$ cat src/rtl/alu_serial_4.sv
// alu_serial_4: bit-serial 4-bit ALU (AND/OR/XOR/ADD), LSB first.
// One 1-bit slice plus a registered carry stands in for the ripple chain.
// The operand bundle is taken through one valid/ready handshake and the
// result is returned through a second one.
module alu_serial_4 #(
  parameter int WIDTH = 4
) (
  input  logic             clk,
  input  logic             rst_n,
  input  logic             in_valid,
  output logic             in_ready,
  input  logic [WIDTH-1:0] a,
  input  logic [WIDTH-1:0] b,
  input  logic [1:0]       c,
  input  logic             cin,
  output logic             out_valid,
  input  logic             out_ready,
  output logic [WIDTH-1:0] out,
  output logic             cout,
  output logic             busy
);

  localparam int CW = (WIDTH > 1) ? $clog2(WIDTH) : 1;

  localparam logic [1:0] OP_AND = 2'b00;
  localparam logic [1:0] OP_OR  = 2'b01;
  localparam logic [1:0] OP_XOR = 2'b10;
  localparam logic [1:0] OP_ADD = 2'b11;

  typedef enum logic [1:0] {
    S_IDLE = 2'd0,
    S_RUN  = 2'd1,
    S_DONE = 2'd2
  } state_e;

  state_e           state_q, state_d;
  logic [CW-1:0]    cnt_q,   cnt_d;
  logic             carry_q, carry_d;
  logic [WIDTH-1:0] a_q,     a_d;
  logic [WIDTH-1:0] b_q,     b_d;
  logic [1:0]       op_q,    op_d;
  logic [WIDTH-1:0] res_q,   res_d;
  logic [WIDTH-1:0] out_q,   out_d;
  logic             cout_q,  cout_d;

  logic abit, bbit, rbit, cnext, last_bit;

  // 1-bit slice: result bit and next carry for the bit selected by the counter.
  always_comb begin
    abit  = a_q[cnt_q];
    bbit  = b_q[cnt_q];
    rbit  = 1'b0;
    cnext = 1'b0;
    case (op_q)
      OP_AND: rbit = abit & bbit;
      OP_OR:  rbit = abit | bbit;
      OP_XOR: rbit = abit ^ bbit;
      OP_ADD: begin
        rbit  = abit ^ bbit ^ carry_q;
        cnext = (abit & bbit) | (abit & carry_q) | (bbit & carry_q);
      end
      default: ;
    endcase
  end

  assign last_bit = (cnt_q == CW'(WIDTH-1));

  // Next-state logic: handshakes, bit sequencing and result capture.
  always_comb begin
    state_d = state_q;
    cnt_d   = cnt_q;
    carry_d = carry_q;
    a_d     = a_q;
    b_d     = b_q;
    op_d    = op_q;
    res_d   = res_q;
    out_d   = out_q;
    cout_d  = cout_q;
    case (state_q)
      S_IDLE: begin
        if (in_valid) begin
          a_d     = a;
          b_d     = b;
          op_d    = c;
          // Carry-in only matters for ADD; logic ops always run with carry 0.
          carry_d = (c == OP_ADD) ? cin : 1'b0;
          cnt_d   = '0;
          state_d = S_RUN;
        end
      end
      S_RUN: begin
        // New bit enters at the MSB so bit 0 lands in out[0] after WIDTH shifts.
        res_d   = {rbit, res_q[WIDTH-1:1]};
        carry_d = cnext;
        if (last_bit) begin
          cnt_d   = '0;
          out_d   = {rbit, res_q[WIDTH-1:1]};
          cout_d  = cnext;
          state_d = S_DONE;
        end else begin
          cnt_d = cnt_q + CW'(1);
        end
      end
      S_DONE: begin
        if (out_ready) state_d = S_IDLE;
      end
      default: state_d = S_IDLE;
    endcase
  end

  // State and datapath registers, cleared asynchronously.
  always_ff @(posedge clk or negedge rst_n) begin
    if (!rst_n) begin
      state_q <= S_IDLE;
      cnt_q   <= '0;
      carry_q <= 1'b0;
      a_q     <= '0;
      b_q     <= '0;
      op_q    <= '0;
      res_q   <= '0;
      out_q   <= '0;
      cout_q  <= 1'b0;
    end else begin
      state_q <= state_d;
      cnt_q   <= cnt_d;
      carry_q <= carry_d;
      a_q     <= a_d;
      b_q     <= b_d;
      op_q    <= op_d;
      res_q   <= res_d;
      out_q   <= out_d;
      cout_q  <= cout_d;
    end
  end

  // Handshake flags are pure decodes of the registered state.
  assign in_ready  = (state_q == S_IDLE);
  assign out_valid = (state_q == S_DONE);
  assign busy      = (state_q != S_IDLE);
  assign out       = out_q;
  assign cout      = cout_q;

endmodule

$ cat config.mk
export PLATFORM = sky130hd
export DESIGN_NAME = alu_serial_4
export DESIGN_NICKNAME = d
export VERILOG_FILES = /design/src/rtl/alu_serial_4.sv
export SDC_FILE = /design/constraint.sdc
export NUM_CORES = 1
export LEC_CHECK = 0
export CORE_ASPECT_RATIO = 1.4
export CORE_MARGIN = 8
export CORE_UTILIZATION = 49
export CTS_CLUSTER_SIZE = 28
export DETAILED_ROUTE_END_ITERATION = 7
export PLACE_DENSITY = 0.87
export SYNTH_ARGS = -nofsm -noshare
export SYNTH_HDL_FRONTEND = slang
export SYNTH_SLANG_ARGS = --single-unit
export TNS_END_PERCENT = 30
$ cat constraint.sdc
create_clock -name clk -period 2.6 [get_ports clk]
set_input_delay 0.39 -clock clk [delete_from_list [all_inputs] [get_ports clk]]
set_output_delay 0.39 -clock clk [all_outputs]
set_load 0.01 [all_outputs]
==> flow_summary.toml, run 1 <==
[run_status]
status = "finished, final reports clean"

[sta]
finalClockSkew_ns = 0.00412
post-route-period-util = 0.918
setup_tns_ns = 0
slew_headroom = 0.792
final-setup-viol-count = 0
finalMaxSlewViolations = 0
hold_viol_final = 0
worstMarginPinSlew_ns = 0.310
fmax_ghz = 0.419
fin_crit_ns = 2.39
rsz0062_at_grt = "no"

[floorplan]
placementRows = 20
die_h_um = 71.6
ios = 23
core_mm2 = 0.00213
dieArea_mm2 = 0.00399
die_x_um = 55.7
start_util = 0.509

[route]
wl_met2_um = 1030
dr_wl_met3_um = 108
firstDrtPassIters = 4
wirelength_um = 2020
drt_iter0_markers = 10
met1_length_um = 840
ant_nets = 0
highest_layer = "met4"
num_vias = 675
avgRoutedWirePerCell_um = 16.5
vias_per_cell = 5.53
drc = 0

[setup_path]
cp.required_ns = 2.80
cpMaxStageDelayCell = "mux4_2"
path_buf_inv = 0
worst_path_most_repeated_cell = "mux4_2"
end_kind = "flip-flop"
path_delay_family = "multiplexers"
startpoint_type = "flip-flop"
crit_fanout = 5
arrival_ns = 2.59
cp_slowest_stage_delay_ns = 0.58
path_cells = "mux4_2 -> fa_1 -> mux4_2 -> mux2_2"
crit_type = "reg -> reg"

[clock_network]
cts_resized = 0
h-tree-depth = 1
clk_latency_ns = 0.30
cts_buffers = 3
cts_setup_buffers = 0
cts_tree = "done"
clk_pin_slew_ns = 0.12
cts_hold_buf = 0
cts_buffer_depth = 2
cts_root_buf = "clkbuf_4"
cts.sinks = 23

[placement]
hpwl_um = 1580
numPortBuffers = 22
dp.cells = 118
place_congestion = 0.783

[power]
power_density_mw_per_mm2 = 1240
clkPwrFrac = 0.097
seqPwrFrac = 0.401
p_leak_nw = 0.612
p_sw_w = 0.000555
p_int_w = 0.00112
vdd_ir_drop_max_mv = 0.634
power.share.switching = 0.331
combPwrFrac = 0.501

[synthesis]
synthesis.nets = 93
synthCells = 74
synth.cell_area_mm2 = 0.00108
ys_seq_area_frac = 0.531
yosysUniqueCellTypes = 22
avgSynthCellArea_um2 = 14.6
synth_seq_cells = 23
synth_warnings = 0

[finish]
drive_gt1_frac = 0.270
final_cells = 122
antennaDiodeCount = 0
final_cell_mix = "dfrtp_1, clkdlybuf4s50_1, mux2_4"
final_common_cell = "dfrtp_1"
synthToLayoutAreaGrowth_pct = 24.9
nNetsFinal = 120

[global_route]
globalRouteOverflowTotal = 0
grt_pass1_wl_um = 3440
grt_pass1_vias = 755
antenna_found_initial = 0
grt_max_degree = 24
grt_usage = 0.104

[min_path]
hold_class = "in -> async"

[flow_run]
cap_viol_max_count = 0
-- routing by layer --
layer,vias up,global-route usage
met2,21,0.165
met4,0,0.0495
met3,5,0.0247
li1,312,-
met5,-,0
met1,337,0.128
-- path summary, 6_finish.rpt --
check                                           from                   end  slack (ns)  depth (start not counted)
worst max-delay path            cnt_q[0]$_DFFE_PN0P_  res_q[3]$_DFFE_PN0N_        0.21                          4
worst min-delay path                           rst_n    b_q[1]$_DFFE_PN0P_        0.42                          2
worst max register to register  cnt_q[0]$_DFFE_PN0P_  res_q[3]$_DFFE_PN0N_        0.21                          4
worst min register to register      cout$_DFFE_PN0P_      cout$_DFFE_PN0P_        0.50                          2
max in group asynchronous                      rst_n   carry_q$_DFFE_PN0P_        1.95                          2
min in group clk                    cout$_DFFE_PN0P_      cout$_DFFE_PN0P_        0.50                          2
-- power by group through the flow --
stage | logic, W | registers, W | clock network, W
finish | 0.000842 | 0.000674 | 0.000163
global route | 0.000917 | 0.000699 | 0.000180
CTS | 0.000854 | 0.000679 | 0.000166
detailed placement | 0.000846 | 0.000686 | 0
global placement | 0.000805 | 0.000675 | 0
floorplan | 0.000591 | 0.000662 | 0
-- kinds of logic after synthesis --
family	count (synthesis)	synth area share
flip-flops	23	0.531
multiplexers	21	0.283
AND/OR/NAND/NOR	12	0.0624
buffers and inverters	8	0.0346
AO/OA/AOI/OAI	6	0.0358
adder cells (fa/ha/maj)	4	0.0531
-- area by class of cell --
cell class              count  area [um^2]
clock buffers               4         26.3
fillers                   161          773
inverters                   7         26.3
multi-input cells          43          470
flip-flops and latches     23          576
well taps                  22         27.5
repair buffers             23          228
-- registers in the layout, summed over array words and instances (netlist names) --
| name | flops |
|---|---|
| a_q | 4 |
| b_q | 4 |
| carry_q | 1 |
| cnt_q | 2 |
| cout | 1 |
| op_q | 2 |
| out | 4 |
| res_q | 3 |
| state_q | 2 |
-- synthesized netlist by cell type, drive strengths merged --
master / n / share of area
mux2i: 1 / 0.0092
buf: 1 / 0.010
nand2b: 2 / 0.012
ha: 3 / 0.035
fa: 1 / 0.018
inv: 7 / 0.024
o21bai: 1 / 0.0069
mux2: 17 / 0.21
nand4: 1 / 0.0058
nand3b: 1 / 0.0069
dfrtp: 23 / 0.53
mux4: 3 / 0.062
o21ai: 3 / 0.014
nand2: 4 / 0.014
or2: 1 / 0.0081
nand3: 1 / 0.0046
o31ai: 1 / 0.0069
and2: 1 / 0.0081
o221ai: 1 / 0.0081
nor2: 1 / 0.0035
-- worst register-to-register path, cell delays in order (launching register included) --
cell and delay, ns:
dfrtp_1 0.47, mux4_2 0.58, fa_1 0.46, mux4_2 0.49, mux2_2 0.28
-- per-stage QoR --
| stage | total power (W) | util | setup WS, ns | hold slack, ns | cell area, um^2 |
|---|---|---|---|---|---|
| finish | 0.00168 | 0.636 | 0.213 | 0.418 | 1350 |
| global route | 0.00180 | 0.636 | 0.153 | 0.445 | 1350 |
| CTS | 0.00170 | 0.636 | 0.205 | 0.429 | 1350 |
| detailed placement | 0.00153 | 0.624 | 0.210 | 0.493 | 1330 |
| global placement | 0.00148 | 0.624 | 0.293 | 0.468 | 1330 |
| floorplan | 0.00125 | - | 0.322 | 0.0944 | 1080 |
Power figures use the tool's default switching activity.
==> run 2: changes to the inputs <==
CORE_UTILIZATION = 50   (was 49)
DONT_BUFFER_PORTS = 1   (was default)
PLACE_DENSITY = default   (was 0.87)
PLACE_DENSITY_LB_ADDON = 0.15   (was default)
clock period = 2.27 ns   (was 2.6 ns; I/O delays follow)
==> run 2 against run 1 <==
Effect of this change:
- the flow now finishes with violations (negative setup slack)
- die area decreased by 1.5%
- non-clock buffer count decreased by 19
- first-iteration DRC count is 70% higher
- count of clock-buffer cells in the layout down 1
- critical path depth unchanged
- flip-flop and latch count unchanged
- cell count is 16% lower
- wire length down 11%
- critical path type unchanged
- critical endpoint unchanged
- largest cell class unchanged
==> flow_summary.toml, run 2 (synthesis results as in run 1) <==
[setup_path]
crit_fanout = 3
rrSetupSlack_ns = -0.03
worst_r2r_endpoint = "res_q[3]$_DFFE_PN0N_"
startpoint_type = "flip-flop"
crit_path_start = "cnt_q[0]$_DFFE_PN0P_"
worstReg2RegStart = "cnt_q[0]$_DFFE_PN0P_"
r2r_cells = 4
cp.required_ns = 2.48
arrival_ns = 2.51
crit_path_end = "res_q[3]$_DFFE_PN0N_"
end_kind = "flip-flop"
crit_type = "reg -> reg"

[placement]
numPortBuffers = 0
place_congestion = 0.750
dp.cells = 98
hpwl_um = 1410

[power]
p_int_w = 0.00121
p_leak_nw = 0.544
p_sw_w = 0.000608
combPwrFrac = 0.461
power.share.switching = 0.335
power_density_mw_per_mm2 = 1560
vdd_ir_drop_max_mv = 0.603
clkPwrFrac = 0.102
seqPwrFrac = 0.437

[route]
wirelength_um = 1800
vias_per_cell = 5.72
firstDrtPassIters = 4
drt_iter0_markers = 17
drc = 0
avgRoutedWirePerCell_um = 17.5
num_vias = 589
ant_nets = 0

[sta]
finalClockSkew_ns = 0.00433
final-setup-viol-count = 2
worstMarginPinSlew_ns = 1.01
finalMaxSlewViolations = 0
fin_crit_ns = 2.30
post-route-period-util = 1.01
hold_viol_final = 0
slew_headroom = 0.322
worst_slack_ns = -0.0338
fmax_ghz = 0.434
rsz0062_at_grt = "yes"

[finish]
fill_cells = 198
final_cell_mix = "dfrtp_1, mux2_4, mux2_2"
final_cells = 103
nNetsFinal = 101
antennaDiodeCount = 0
drive_gt1_frac = 0.370
synthToLayoutAreaGrowth_pct = 7.04
final_common_cell = "dfrtp_1"
postLayoutCoreUtil = 0.552

[global_route]
grt_usage = 0.0993
use_met3 = 0.0233
grt_pass1_vias = 680
antenna_found_initial = 0
grt_busiest_layer = "met2"
grt_use_met2 = 0.169
grt_max_degree = 24
globalRouteOverflowTotal = 0
grt_pass1_wl_um = 3190
met1_usage = 0.109

[run_status]
status = "finished with violations"
violations = "negative setup slack"

[flow_run]
cap_viol_max_count = 0

[clock_network]
cts.sinks = 23
h-tree-depth = 1
clk_pin_slew_ns = 0.12
cts_buffers = 3
cts_resized = 0
cts_buffer_depth = 2
cts_root_buf = "clkbuf_4"
cts_tree = "done"
clk_latency_ns = 0.31

[floorplan]
ios = 23
placementRows = 20
die_h_um = 71.1
die_x_um = 55.3
dieArea_mm2 = 0.00393
core_mm2 = 0.00210
start_util = 0.515

[min_path]
hold_class = "in -> reg"
[run 2: cell count changes in the layout (fill, tap and decap cells not counted)]
cell	change
clkdlybuf4s50_1	-22
buf_4	+2
clkbuf_1	-1
clkinv_2	+1
dlygate4sd3_1	+1
[run 2: worst max-delay path: stages, from the launching register on]
cell,delay (ns)
dfrtp_1,0.43
mux4_2,0.55
fa_1,0.46
mux4_2,0.49
mux2_2,0.27
[run 2: worst min-delay path by stage]
stage	cells after the start	slack (ns)	startpoint	endpoint
floorplan	0	0.04	rst_n	a_q[0]$_DFFE_PN0P_
global placement	0	0.05	rst_n	op_q[1]$_DFFE_PN0P_
detailed placement	0	0.05	rst_n	out[3]$_DFFE_PN0P_
CTS	1	0.11	out_ready	state_q[1]$_DFFE_PN0P_
global route	1	0.12	out_ready	state_q[1]$_DFFE_PN0P_
finish	1	0.12	out_ready	state_q[1]$_DFFE_PN0P_
[run 2: final cells by class]
cell class                 count  area, um^2  area share
clock inverter                 1        5.00     0.00432
multi-input combinational     43         470       0.406
sequential                    23         576       0.496
inverter                       7        26.3      0.0227
clock buffer                   3        22.5      0.0194
tap                           22        27.5      0.0237
timing repair buffer           4        32.5      0.0280
[run 2: stage by stage]
step                      hold slack, ns  area [um^2]  power (W)  TNS [ns]  worst slack [ns]
after floorplan                   0.0449         1080    0.00144   -0.0155          -0.00774
after global placement            0.0456         1120    0.00161         0            0.0217
after detailed placement          0.0457         1120    0.00165   -0.0424           -0.0249
after CTS                          0.110         1160    0.00185    -0.116           -0.0616
after global routing               0.122         1160    0.00196    -0.193           -0.0978
final                              0.123         1160    0.00181   -0.0613           -0.0338
[run 2: per-layer routing]
| layer | share of wire | up-vias |
|---|---|---|
| met1 | 0.41 | 293 |
| li1 | - | 276 |
| met4 | 0.020 | 0 |
| met2 | 0.53 | 16 |
| met3 | 0.047 | 4 |
| met5 | 0 | - |
[run 2: what timing repair did]
item	CTS	global route
hold buffers	1	0
pin swaps	1	0
cloned	0	0
buffers inserted	0	0
hold endpoints to repair	23	0
endpoints found under the setup margin	2	2
[run 2: power groups by stage]
stage	combinational, W	clock (W)	sequential (W)
after floorplan	0.000677	0	0.000759
after global placement	0.000806	0	0.000808
after detailed placement	0.000844	0	0.000805
after CTS	0.000856	0.000194	0.000798
after global routing	0.000928	0.000206	0.000826
final	0.000836	0.000186	0.000792
==> run 3: changes to the inputs <==
PLACE_DENSITY = 0.73   (was default)
PLACE_DENSITY_LB_ADDON = default   (was 0.15)
==> run 3 against run 2 <==
Effect of this change:
- the flow still finishes with violations (negative setup slack)
- critical path depth unchanged
- combinational power down 0.6%
- register-to-register slack better by 0.02 ns
- count of clock-buffer cells in the layout up 1
- flip-flop and latch count unchanged
- hold slack better by 0.0046 ns
- first-iteration DRC count down 24%
- via count up 2.4%
- critical path type unchanged
- highest routed layer unchanged
==> flow_summary.toml, run 3 (synthesis results as in run 1) <==
[sta]
finalMaxSlewViolations = 0
worst_slack_ns = -0.0115
final-setup-viol-count = 2
fin_crit_ns = 2.28
slew_headroom = 0.340
hold_viol_final = 0
rsz0062_at_grt = "yes"
post-route-period-util = 1.01
worstMarginPinSlew_ns = 0.987
fmax_ghz = 0.438
finalClockSkew_ns = 0.00216

[clock_network]
cts_tree = "done"
cts.sinks = 23
cts_buffer_depth = 2
clk_latency_ns = 0.30
cts_root_buf = "clkbuf_4"
h-tree-depth = 1
clk_pin_slew_ns = 0.11
cts_buffers = 3

[floorplan]
die_h_um = 71.1
dieArea_mm2 = 0.00393
die_x_um = 55.3
placementRows = 20
core_mm2 = 0.00210
start_util = 0.515
ios = 23

[placement]
numPortBuffers = 0
hpwl_um = 1500
place_congestion = 0.825
place_ws_ns = -0.0144

[setup_path]
end_kind = "flip-flop"
crit_fanout = 3
startpoint_type = "flip-flop"
crit_type = "reg -> reg"
arrival_ns = 2.48
cp.required_ns = 2.47

[flow_run]
cap_viol_max_count = 0

[finish]
drive_gt1_frac = 0.358
nNetsFinal = 101
antennaDiodeCount = 0
synthToLayoutAreaGrowth_pct = 6.93
fill_cells = 198
register_area_um2 = 576
multi_input_area_um2 = 470
final_cell_mix = "dfrtp_1, mux2_4, mux2_2"
final_common_cell = "dfrtp_1"

[global_route]
use_met3 = 0.0483
grt_pass1_wl_um = 3390
met1_usage = 0.104
antenna_found_initial = 0
globalRouteOverflowTotal = 0
grt_use_met2 = 0.173
grt_max_degree = 24
grt_usage = 0.105
grt_busiest_layer = "met2"
grt_pass1_vias = 729

[power]
power_w = 0.00181
power_density_mw_per_mm2 = 1560
p_leak_nw = 0.541
vdd_ir_drop_max_mv = 0.832

[run_status]
status = "finished with violations"
violations = "negative setup slack"

[route]
ant_nets = 0
vias_per_cell = 5.85
avgRoutedWirePerCell_um = 18.0
drc = 0
num_vias = 603
firstDrtPassIters = 2
wirelength_um = 1860
drt_iter0_markers = 13

[min_path]
hold_class = "in -> reg"
==> run 3: final timing paths <==
| kind | start | to | slack (ns) | cells after the start |
|---|---|---|---|---|
| min | out_ready | state_q[1]$_DFFE_PN0P_ | 0.13 | 1 |
| max in group asynchronous | rst_n | a_q[1]$_DFFE_PN0P_ | 1.04 | 1 |
| min reg2reg | res_q[1]$_DFFE_PN0N_ | out[0]$_DFFE_PN0P_ | 0.52 | 1 |
| min in group asynchronous | rst_n | res_q[3]$_DFFE_PN0N_ | 0.63 | 1 |
| max | cnt_q[0]$_DFFE_PN0P_ | res_q[3]$_DFFE_PN0N_ | -0.01 | 4 |
| max reg2reg | cnt_q[0]$_DFFE_PN0P_ | res_q[3]$_DFFE_PN0N_ | -0.01 | 4 |
==> run 3: where the power goes <==
part / internal [W] / switching (W)
Combinational: 0.000518 / 0.000312
Clock: 0.0000686 / 0.000112
Sequential: 0.000618 / 0.000178
Total: 0.00120 / 0.000602
==> run 3: timing repair <==
item / 4_1_cts / 5_1_grt
endpoints found under the hold margin: 23 / 0
gates resized for setup: 0 / 0
buffers inserted: 0 / 0
endpoints found under the setup margin: 2 / 2
hold buffers: 1 / 0
==> run 3: stage by stage <==
step | std cells | hold WS, ns | instance area (um^2) | setup TNS, ns | util
after global routing | 103 | 0.145 | 1160 | -0.146 | 0.551
after floorplan | 74 | 0.0449 | 1080 | -0.0155 | -
final | 103 | 0.127 | 1160 | -0.0197 | 0.551
after detailed placement | 98 | 0.0459 | 1120 | -0.0218 | 0.534
after CTS | 103 | 0.120 | 1160 | -0.0561 | 0.551
after global placement | 98 | 0.0457 | 1120 | 0 | 0.534
==> run 3: critical path, cell delays in order, from the launching register on <==
cell and delay, ns:
dfrtp_1 0.42, mux4_2 0.55, fa_1 0.46, mux4_2 0.48
mux2_2 0.27
==> run 3: area by class of cell <==
cell class | count | area share
repair buffers | 4 | 0.0281
well taps | 22 | 0.0238
multi-input cells | 43 | 0.406
inverters | 7 | 0.0227
clock buffers | 4 | 0.0227
flip-flops and latches | 23 | 0.497
==> run 3: metal layers <==
layer,routed length (um),up-vias,share of wire
met3,132,4,0.071
met1,720,308,0.39
li1,-,273,-
met4,40,0,0.022
met2,966,18,0.52
met5,0,-,0
